<file path="src/rtl/mac_operand_splitter.sv">
`default_nettype none
// ============================================================================
//  Module      : mac_operand_splitter
//  Description : Slices wide unsigned multiply operands into MIN_W-bit
//                sub-operand pairs for four sub-MAC lanes and schedules every
//                cross product over 1 (SINGLE), 2 (DUAL) or 4 (QUAD) beats.
//                Each lane carries a weight tag; the downstream combiner
//                shifts each partial product left by wt*MIN_W and sums.
//  Ports       : clk, rst (sync, active-high), en (freeze when 0)
//                cfg[1:0]   00 SINGLE, 01 DUAL, 10 QUAD, 11 -> SINGLE
//                in_a/in_b  operands, in_valid/in_ready handshake
//                lane_a/lane_b  lane L slice at [L*MIN_W +: MIN_W]
//                lane_wt    lane L weight at [3L +: 3]
//                beat_idx, out_valid, out_last, out_ready  beat handshake
//  Revision    : 1.0 - initial release
// ============================================================================
module mac_operand_splitter #(
  parameter int MIN_W = 8
) (
  input  logic               clk,
  input  logic               rst,
  input  logic               en,
  input  logic [1:0]         cfg,
  input  logic [4*MIN_W-1:0] in_a,
  input  logic [4*MIN_W-1:0] in_b,
  input  logic               in_valid,
  output logic               in_ready,
  output logic [4*MIN_W-1:0] lane_a,
  output logic [4*MIN_W-1:0] lane_b,
  output logic [11:0]        lane_wt,
  output logic [1:0]         beat_idx,
  output logic               out_valid,
  output logic               out_last,
  input  logic               out_ready
);

  localparam logic [1:0] c_MODE_SINGLE = 2'b00;
  localparam logic [1:0] c_MODE_DUAL   = 2'b01;
  localparam logic [1:0] c_MODE_QUAD   = 2'b10;

  typedef enum logic [0:0] {
    ST_IDLE  = 1'b0,
    ST_ISSUE = 1'b1
  } state_t;

  state_t             r_state;
  state_t             w_state_nxt;
  logic [4*MIN_W-1:0] r_a;
  logic [4*MIN_W-1:0] r_b;
  logic [1:0]         r_mode;
  logic [1:0]         r_beat;
  logic [4*MIN_W-1:0] r_lane_a;
  logic [4*MIN_W-1:0] r_lane_b;
  logic [11:0]        r_lane_wt;
  logic               r_out_valid;
  logic               r_out_last;

  logic               w_accept;
  logic               w_out_hs;
  logic [1:0]         w_in_mode;
  logic [4*MIN_W-1:0] w_src_a;
  logic [4*MIN_W-1:0] w_src_b;
  logic [1:0]         w_src_mode;
  logic [1:0]         w_src_beat;
  logic [1:0]         w_last_beat;
  logic               w_nxt_last;
  logic [4*MIN_W-1:0] w_nxt_lane_a;
  logic [4*MIN_W-1:0] w_nxt_lane_b;
  logic [11:0]        w_nxt_lane_wt;

  // A new transaction may be taken while idle, or in the very cycle the
  // final beat of the current one is consumed, so there is no bubble.
  assign in_ready  = en & ((r_state == ST_IDLE) | (r_out_valid & r_out_last & out_ready));
  assign w_accept  = in_valid & in_ready;
  assign w_out_hs  = en & r_out_valid & out_ready;
  assign w_in_mode = (cfg == 2'b11) ? c_MODE_SINGLE : cfg;

  // The next beat is built either from the operands being accepted right
  // now (beat 0) or from the latched operands (following beat).
  assign w_src_a    = w_accept ? in_a      : r_a;
  assign w_src_b    = w_accept ? in_b      : r_b;
  assign w_src_mode = w_accept ? w_in_mode : r_mode;
  assign w_src_beat = w_accept ? 2'd0      : r_beat + 2'd1;

  always_comb begin
    w_last_beat = 2'd0;
    case (w_src_mode)
      c_MODE_DUAL: w_last_beat = 2'd1;
      c_MODE_QUAD: w_last_beat = 2'd3;
      default:     w_last_beat = 2'd0;
    endcase
  end

  assign w_nxt_last = (w_src_beat == w_last_beat);

  for (genvar l = 0; l < 4; l++) begin : g_lane
    // In DUAL mode lanes 0/1 work on the low operand half and lanes 2/3 on
    // the high half, so each pair sees its own A-slice base and weight origin.
    localparam int c_DUAL_BASE = (l < 2) ? 0 : 2;
    localparam int c_DUAL_OFS  = (l < 2) ? l : l - 2;

    logic [1:0] w_a_idx;
    logic [2:0] w_wt;

    always_comb begin
      w_a_idx = 2'(l);
      w_wt    = 3'd0;
      case (w_src_mode)
        c_MODE_DUAL: begin
          w_a_idx = 2'(c_DUAL_BASE) + w_src_beat;
          w_wt    = {1'b0, w_src_beat} + 3'(c_DUAL_OFS);
        end
        c_MODE_QUAD: begin
          w_a_idx = w_src_beat;
          w_wt    = {1'b0, w_src_beat} + 3'(l);
        end
        default: begin
          w_a_idx = 2'(l);
          w_wt    = 3'd0;
        end
      endcase
    end

    assign w_nxt_lane_a[l*MIN_W +: MIN_W] = w_src_a[int'(w_a_idx)*MIN_W +: MIN_W];
    assign w_nxt_lane_b[l*MIN_W +: MIN_W] = w_src_b[l*MIN_W +: MIN_W];
    assign w_nxt_lane_wt[3*l +: 3]        = w_wt;
  end

  always_comb begin
    w_state_nxt = r_state;
    case (r_state)
      ST_IDLE: begin
        if (w_accept) w_state_nxt = ST_ISSUE;
      end
      ST_ISSUE: begin
        if (w_out_hs && r_out_last && !w_accept) w_state_nxt = ST_IDLE;
      end
      default: w_state_nxt = ST_IDLE;
    endcase
  end

  always_ff @(posedge clk) begin
    if (rst) begin
      r_state     <= ST_IDLE;
      r_a         <= '0;
      r_b         <= '0;
      r_mode      <= c_MODE_SINGLE;
      r_beat      <= 2'd0;
      r_lane_a    <= '0;
      r_lane_b    <= '0;
      r_lane_wt   <= '0;
      r_out_valid <= 1'b0;
      r_out_last  <= 1'b0;
    end else if (en) begin
      r_state <= w_state_nxt;
      if (w_accept) begin
        r_a    <= in_a;
        r_b    <= in_b;
        r_mode <= w_in_mode;
      end
      if (w_accept || (w_out_hs && !r_out_last)) begin
        r_beat      <= w_src_beat;
        r_lane_a    <= w_nxt_lane_a;
        r_lane_b    <= w_nxt_lane_b;
        r_lane_wt   <= w_nxt_lane_wt;
        r_out_valid <= 1'b1;
        r_out_last  <= w_nxt_last;
      end else if (w_out_hs) begin
        r_out_valid <= 1'b0;
        r_out_last  <= 1'b0;
      end
    end
  end

  assign lane_a    = r_lane_a;
  assign lane_b    = r_lane_b;
  assign lane_wt   = r_lane_wt;
  assign beat_idx  = r_beat;
  assign out_valid = r_out_valid;
  assign out_last  = r_out_last;

endmodule
`default_nettype wire

</file>
<file path="config.mk">
export PLATFORM = sky130hd
export DESIGN_NAME = mac_operand_splitter
export DESIGN_NICKNAME = d
export VERILOG_FILES = /design/src/rtl/mac_operand_splitter.sv
export SDC_FILE = /design/constraint.sdc
export NUM_CORES = 1
export LEC_CHECK = 0
export CAP_MARGIN = 10
export CORE_MARGIN = 2
export CORE_UTILIZATION = 53
export CTS_BUF_LIST = sky130_fd_sc_hd__clkbuf_8
export CTS_CLUSTER_SIZE = 28
export DETAILED_ROUTE_END_ITERATION = 16
export HOLD_SLACK_MARGIN = 0.12
export PLACE_DENSITY_LB_ADDON = 0.1
export SETUP_SLACK_MARGIN = 0.02
export SKIP_LAST_GASP = 1
export SLEW_MARGIN = 10
export SYNTH_ARGS = -nofsm -noshare
export SYNTH_HDL_FRONTEND = slang
export SYNTH_SLANG_ARGS = --single-unit
</file>
<file path="constraint.sdc">
create_clock -name clk -period 3.3 [get_ports clk]
set_input_delay 0.66 -clock clk [delete_from_list [all_inputs] [get_ports clk]]
set_output_delay 0.66 -clock clk [all_outputs]
set_load 0.1 [all_outputs]
</file>
==> results of run 1 <==
==> cell type report <==
cell class | count | area, µm²
fillers | 1087 | 4202
well taps | 176 | 220.2
inverters | 12 | 45.04
clock buffers | 19 | 261.5
repair buffers | 174 | 1541
clock inverters | 12 | 180.2
multi-input cells | 603 | 3710
flip-flops and latches | 146 | 2925
==> metal layers <==
| layer | track usage, % | vias to the layer above | share of wire (%) |
|---|---|---|---|
| li1 | - | 3249 | - |
| met1 | 40.93 | 3112 | 46 |
| met2 | 42.78 | 297 | 45 |
| met3 | 6.322 | 36 | 7.4 |
| met4 | 9.673 | 0 | 1.6 |
| met5 | 0 | - | 0 |
==> synthesized netlist by cell type (all sizes together) <==
| library cell | instances | area [µm²] |
|---|---|---|
| a211oi | 80 | 600.6 |
| a21o | 1 | 7.510 |
| a21oi | 56 | 284.0 |
| a221o | 4 | 40.04 |
| a221oi | 5 | 43.79 |
| a22oi | 8 | 60.06 |
| a311o | 7 | 70.07 |
| a311oi | 8 | 95.09 |
| a31oi | 17 | 106.4 |
| and2 | 1 | 6.260 |
| and3 | 8 | 50.05 |
| and3b | 2 | 17.52 |
| buf | 38 | 201.4 |
| clkbuf | 39 | 147.6 |
| clkinv | 1 | 3.750 |
| conb | 1 | 3.750 |
| dfxtp | 146 | 2923 |
| ha | 4 | 50.05 |
| inv | 11 | 41.29 |
| mux2 | 8 | 93.84 |
| mux2i | 65 | 654.4 |
| nand2 | 117 | 446.7 |
| nand2b | 4 | 25.02 |
| nand3 | 37 | 197.7 |
| nand3b | 1 | 7.510 |
| nand4 | 1 | 6.260 |
| nand4b | 1 | 8.760 |
| nor2 | 107 | 401.6 |
| nor2b | 3 | 18.77 |
| nor3 | 8 | 40.04 |
| o211ai | 8 | 60.06 |
| o21a | 1 | 7.510 |
| o21ai | 20 | 100.1 |
| o22a | 4 | 35.03 |
| o22ai | 5 | 31.28 |
| o32ai | 4 | 35.03 |
| o41ai | 1 | 8.760 |
| or4 | 1 | 7.510 |
| xnor2 | 3 | 33.79 |
| xor2 | 2 | 43.80 |
==> how the worst max path moves through the flow <==
stage,start,endpoint,slack [ns],cells past startpoint
2_1_floorplan,out_last,out_last,0.38,11
3_3_place_gp,out_ready,lane_a[14],0.31,8
3_5_place_dp,out_ready,lane_a[9],0.18,8
4_1_cts,out_ready,lane_a[9],0.63,8
5_1_grt,out_ready,lane_a[9],0.42,8
6_report,out_ready,lane_a[9],0.57,8
==> worst max-delay path, delay by kind of cell <==
family / cells / cell delay, ns
simple gates: 2 / 0.20
compound gates: 3 / 0.65
mux: 1 / 0.35
fa+ha+maj: 1 / 0.58
buf+inv: 1 / 0.59
==> flip-flops by register name (all words and copies together), names as in the netlist <==
register   flops
lane_a        32
lane_b        32
r_b           32
out_last       1
r_a           32
lane_wt       11
r_state        1
beat_idx       2
out_valid      1
r_mode         2
==> cell families (layout without fill, tap and decap cells) <==
family / Yosys count / after routing / synth area share [%]
AOI/OAI and AO/OA: 229 / 229 / 22.60
xor gates and xnor gates: 5 / 5 / 1.106
adders and majority gates: 4 / 4 / 0.7134
buffers and inverters: 89 / 217 / 5.618
DFF: 146 / 146 / 41.66
muxes: 73 / 73 / 10.67
other: 1 / 1 / 0.05345
and+or+nand+nor: 291 / 291 / 17.59
==> power groups by stage <==
stage	clock, mW	sequential [mW]	combinational, mW
3_5_place_dp	0	1.98	1.21
6_report	1.57	1.95	1.22
2_1_floorplan	0	2.44	0.412
3_3_place_gp	0	1.98	1.20
4_1_cts	1.58	1.94	1.22
5_1_grt	1.65	1.96	1.28
==> cells in the final DEF (no fill, tap or decap), types with 3 or more instances in the layout <==
master	instances
a211oi_1	80
a21oi_1	55
a221o_1	4
a221oi_1	5
a22oi_1	8
a311o_1	7
a311oi_1	4
a311oi_2	4
a31oi_1	17
and3_1	8
buf_12	5
buf_4	100
bufinv_16	4
clkbuf_8	19
clkdlybuf4s50_1	69
clkinv_4	3
dfxtp_1	144
ha_1	4
inv_1	11
mux2_2	7
mux2i_1	64
nand2_1	116
nand2b_1	4
nand3_1	36
nor2_1	107
nor2b_1	3
nor3_1	8
o211ai_1	8
o21ai_0	19
o22a_1	4
o22ai_1	5
o32ai_1	4
==> results.py, run 1 <==
metrics = {
    "placement": {
        "gp_congestion": 0.9223,
        "place_ws_ns": 0.1785,
        "portBuffers": 150,
        "dp_hpwl_um": 14120,
        "dp_cells": 1111,
        "placed_area_um2": 8442,
    },
    "power_and_ir_drop": {
        "report.power.total_mw": 4.732,
        "pwr-share-clk_pct": 33.1,
        "cellLeakagePower_nw": 3.289,
        "powerDensity_nw_per_um2": 532.6,
        "seqPwrFrac_pct": 41.1,
        "p_int_mw": 3.081,
        "switching_share_pct": 34.89,
        "ir_drop_uv": 384.6,
        "switchingPower_mw": 1.651,
        "combPwrFrac_pct": 25.8,
    },
    "timing": {
        "min_period_ns": 2.729,
        "worst_pin_slew_ns": 0.7862,
        "rsz0062_at_grt": "false",
        "clock_skew_ns": 0.009554,
        "period_share_pct": 82.70,
        "setup_tns_ns": 0,
        "setup_viol": 0,
        "final-hold-violation-count": 0,
        "max_freq_mhz": 366.4,
        "layout_setup_ws_ns": 0.5708,
        "max_slew_margin_pct": 47.21,
        "whs_ns": 0.4535,
        "drv_slew": 0,
    },
    "final_layout": {
        "nets": 1029,
        "final_area_um2": 8884,
        "drive_gt1_share_pct": 16.46,
        "finalNonFillerCells": 1142,
        "antenna_cells": 0,
        "final_util_pct": 67.89,
        "areaGrowthSynthToFinish_pct": 26.63,
    },
    "synth": {
        "avgSynthCellArea_um2": 8.372,
        "yosysWarningCount": 0,
        "yosysUniqueCellTypes": 53,
        "syn-num-nets": 913,
        "syn_inst": 838,
        "syn_area_um2": 7015,
        "ys_ff_latch": 146,
        "yosysSeqAreaShare_pct": 41.66,
    },
    "status": {
        "outcome": "completed",
    },
    "floorplan": {
        "fp.dieArea_um2": 14170,
        "fp.dieW_um": 119.1,
        "core_area_um2": 13090,
        "initial_core_util_pct": 53.61,
        "ios": 152,
        "rows": 42,
        "die_y_um": 119.1,
    },
    "grt": {
        "gr-usage-all-layers_pct": 28.65,
        "grt_pass1_vias": 6189,
        "overflow": 0,
        "grt_antenna_before_repair": 0,
        "grt_max_degree": 125,
        "grt_first_pass_wirelength_um": 32420,
    },
    "min_path": {
        "min_from": "lane_wt[1]",
        "whs_endpoint": "lane_wt[1]",
        "worstHoldPathType": "flop to flop",
        "whs_path_depth": 2,
    },
    "cts": {
        "clkSinkCount": 146,
        "clkTransAtPathRegs_ns": 0.08,
        "numCtsBuffers": 17,
        "htreeDepth": 4,
        "cts_tree": "yes",
        "cts_setup_buffers": 0,
        "clockBufferDepth": 2,
        "cts_root_buf": "clkbuf_8",
        "hold_buffers": 0,
        "clk_latency_ns": 0.46,
        "post_cts_resized": 0,
    },
    "job": {
        "cap_viol_max_count": 0,
    },
    "critical_path": {
        "cp-end-kind": "flop",
        "ff2ff_path_depth": 6,
        "max_stage_delay_ns": 0.59,
        "worstPathCellList": "clkdlybuf4s50_1 > nand3_4 > a21o_2 > mux2i_1 > ha_1 > a311oi_1 > a211oi_1 > nor3_1",
        "r2r_setup_slack_ns": 0.82,
        "critPathMaxFanout": 13,
        "reg2reg_to": "lane_a[9]",
        "start_kind": "input pin",
        "worstPathArrival_ns": 3.05,
        "crit_required_ns": 3.62,
        "cp_slowest_cell": "clkdlybuf4s50_1",
        "worstReg2RegStart": "r_mode[0]",
        "crit_type": "input pin to flop",
    },
    "drt": {
        "postRouteAntennaNets": 0,
        "drc": 0,
        "wire_per_inst_um": 17.94,
        "drt-total-wl_um": 20480,
        "vias": 6694,
        "first_pass_iters": 5,
        "drtIter0Drc": 598,
        "viasPerCell": 5.862,
    },
}
(Power assumes the default switching activity.)
==> run 2, diff against run 1 <==
CORE_UTILIZATION = 48   (was 53)
clock period = 2.5 ns   (was 3.3 ns; I/O delays follow)
==> run 2 against run 1 <==
  * Non-clock buffer count increased by 37
  * Cell count increased by 3.9%
  * Utilization decreased by 4.2 points
  * Sequential share of layout area decreased by 1.0 points
  * Critical endpoint is now lane_a[23]
  * Global-route usage decreased by 2.5 points
  * Clock-buffer cell count decreased by 2
  * Wire length decreased by 0.44%
  * Via count increased by 2.0%
  * Worst hold slack got worse by 0.058 ns
  * Register-to-register slack got worse by 0.67 ns
==> results.py, run 2 (same netlist as run 1, synthesis figures left out) <==
metrics = {
    "final_layout": {
        "final_common_cell": "dfxtp_1",
        "nets": 1066,
        "layout_common_cells": "dfxtp_1, buf_4, nand2_1, nor2_1, a211oi_1",
        "areaGrowthSynthToFinish_pct": 30.98,
        "final_area_um2": 9189,
        "antenna_cells": 0,
        "drive_gt1_share_pct": 19.94,
    },
    "grt": {
        "grt_pass1_vias": 6445,
        "grt_antenna_before_repair": 0,
        "grt_first_pass_wirelength_um": 33490,
        "gr-usage-all-layers_pct": 26.13,
        "overflow": 0,
        "grt_max_degree": 57,
    },
    "cts": {
        "numCtsBuffers": 17,
        "clk_latency_ns": 0.45,
        "htreeDepth": 4,
        "cts_root_buf": "clkbuf_8",
        "cts_tree": "yes",
        "clkTransAtPathRegs_ns": 0.08,
        "clockBufferDepth": 2,
        "hold_buffers": 0,
        "clkSinkCount": 146,
    },
    "drt": {
        "wire_per_inst_um": 17.18,
        "postRouteAntennaNets": 0,
        "drc": 0,
        "first_pass_iters": 5,
        "vias": 6828,
        "drt-total-wl_um": 20390,
        "drtIter0Drc": 662,
        "viasPerCell": 5.752,
    },
    "power_and_ir_drop": {
        "report.power.total_mw": 5.930,
        "ir_drop_uv": 479.5,
        "cellLeakagePower_nw": 3.450,
        "powerDensity_nw_per_um2": 645.4,
    },
    "timing": {
        "period_share_pct": 93.94,
        "worst_pin_slew_ns": 0.6003,
        "setup_viol": 0,
        "layout_setup_ws_ns": 0.1515,
        "drv_slew": 0,
        "min_period_ns": 2.349,
        "max_freq_mhz": 425.8,
        "final-hold-violation-count": 0,
        "clock_skew_ns": 0.008909,
        "max_slew_margin_pct": 59.92,
        "rsz0062_at_grt": "true",
    },
    "placement": {
        "placed_area_um2": 8835,
        "portBuffers": 150,
        "gp_congestion": 0.8973,
        "place_ws_ns": -0.3562,
        "dp_hpwl_um": 14990,
    },
    "critical_path": {
        "cp-end-kind": "flop",
        "crit_required_ns": 2.83,
        "cp-startpoint": "beat_idx[1]",
        "start_kind": "flop",
        "worstPathArrival_ns": 2.68,
        "crit_type": "flop to flop",
        "critPathMaxFanout": 9,
        "worstReg2RegStart": "beat_idx[1]",
    },
    "floorplan": {
        "fp.dieArea_um2": 15600,
        "ios": 152,
        "fp.dieW_um": 124.9,
        "core_area_um2": 14420,
        "die_y_um": 124.9,
        "initial_core_util_pct": 48.64,
        "rows": 44,
    },
    "job": {
        "cap_viol_max_count": 0,
    },
    "min_path": {
        "min_from": "rst",
        "worstHoldPathType": "input pin to flop",
    },
    "status": {
        "outcome": "completed",
    },
}
run 2: cell count changes in the layout (fill, tap and decap cells not counted), moves of 3 or more:
cell        change
buf_4          +30
buf_12          +7
bufinv_16       -3
clkinvlp_4      +3
run 2: worst max-delay path, stage by stage (launching register included):
cell      delay (ns)
dfxtp_1         0.71
nor2_1          0.24
a21oi_1         0.49
o32ai_1         0.14
a211oi_1        0.41
buf_4           0.19
a211oi_1        0.06
run 2: layout make-up:
class	count	area, µm²
inverters	12	45.04
clock buffers	17	234.0
multi-input cells	603	3724
well taps	184	230.2
fillers	1290	5235
repair buffers	211	1907
flip-flops and latches	146	2932
clock inverters	14	117.6
run 2: final timing paths:
path | end | slack (ns) | depth (start not counted)
setup / recovery | lane_a[23] | 0.15 | 6
hold / removal | r_b[29] | 0.40 | 2
setup reg to reg | lane_a[23] | 0.15 | 6
hold reg to reg | lane_wt[8] | 0.46 | 2
run 2: per-layer routing:
layer,vias to the layer above,global-route usage (%),routed length (µm)
met2,250,39.73,9024
met3,33,5.155,1385
met5,-,0,0
met1,3235,37.31,9594
met4,0,8.693,387
li1,3310,-,-
run 2: metrics by stage:
| stage | setup TNS (ns) | hold slack, ns | cells | util, % |
|---|---|---|---|---|
| floorplan | 0 | 0.4459 | 838 | - |
| global placement | -1.556 | 0.4430 | 1156 | 61.25 |
| detailed placement | -4.390 | 0.4484 | 1156 | 61.25 |
| CTS | 0 | 0.3670 | 1187 | 63.69 |
| global route | 0 | 0.3922 | 1187 | 63.71 |
| finish | 0 | 0.3957 | 1187 | 63.71 |
run 2: repair_timing:
action | 4_1_cts | 5_1_grt
endpoints found under the setup margin | 0 | 5
resized for setup | 0 | 1
hold endpoints to repair | 0 | 0
buffers inserted | 0 | 0
run 2: power by group:
group,leakage (nW),switching (mW),internal (mW)
Clock,0.177,0.913,0.775
Sequential,1.20,0.0999,2.47
Combinational,2.08,1.16,0.518
Total,3.45,2.17,3.76
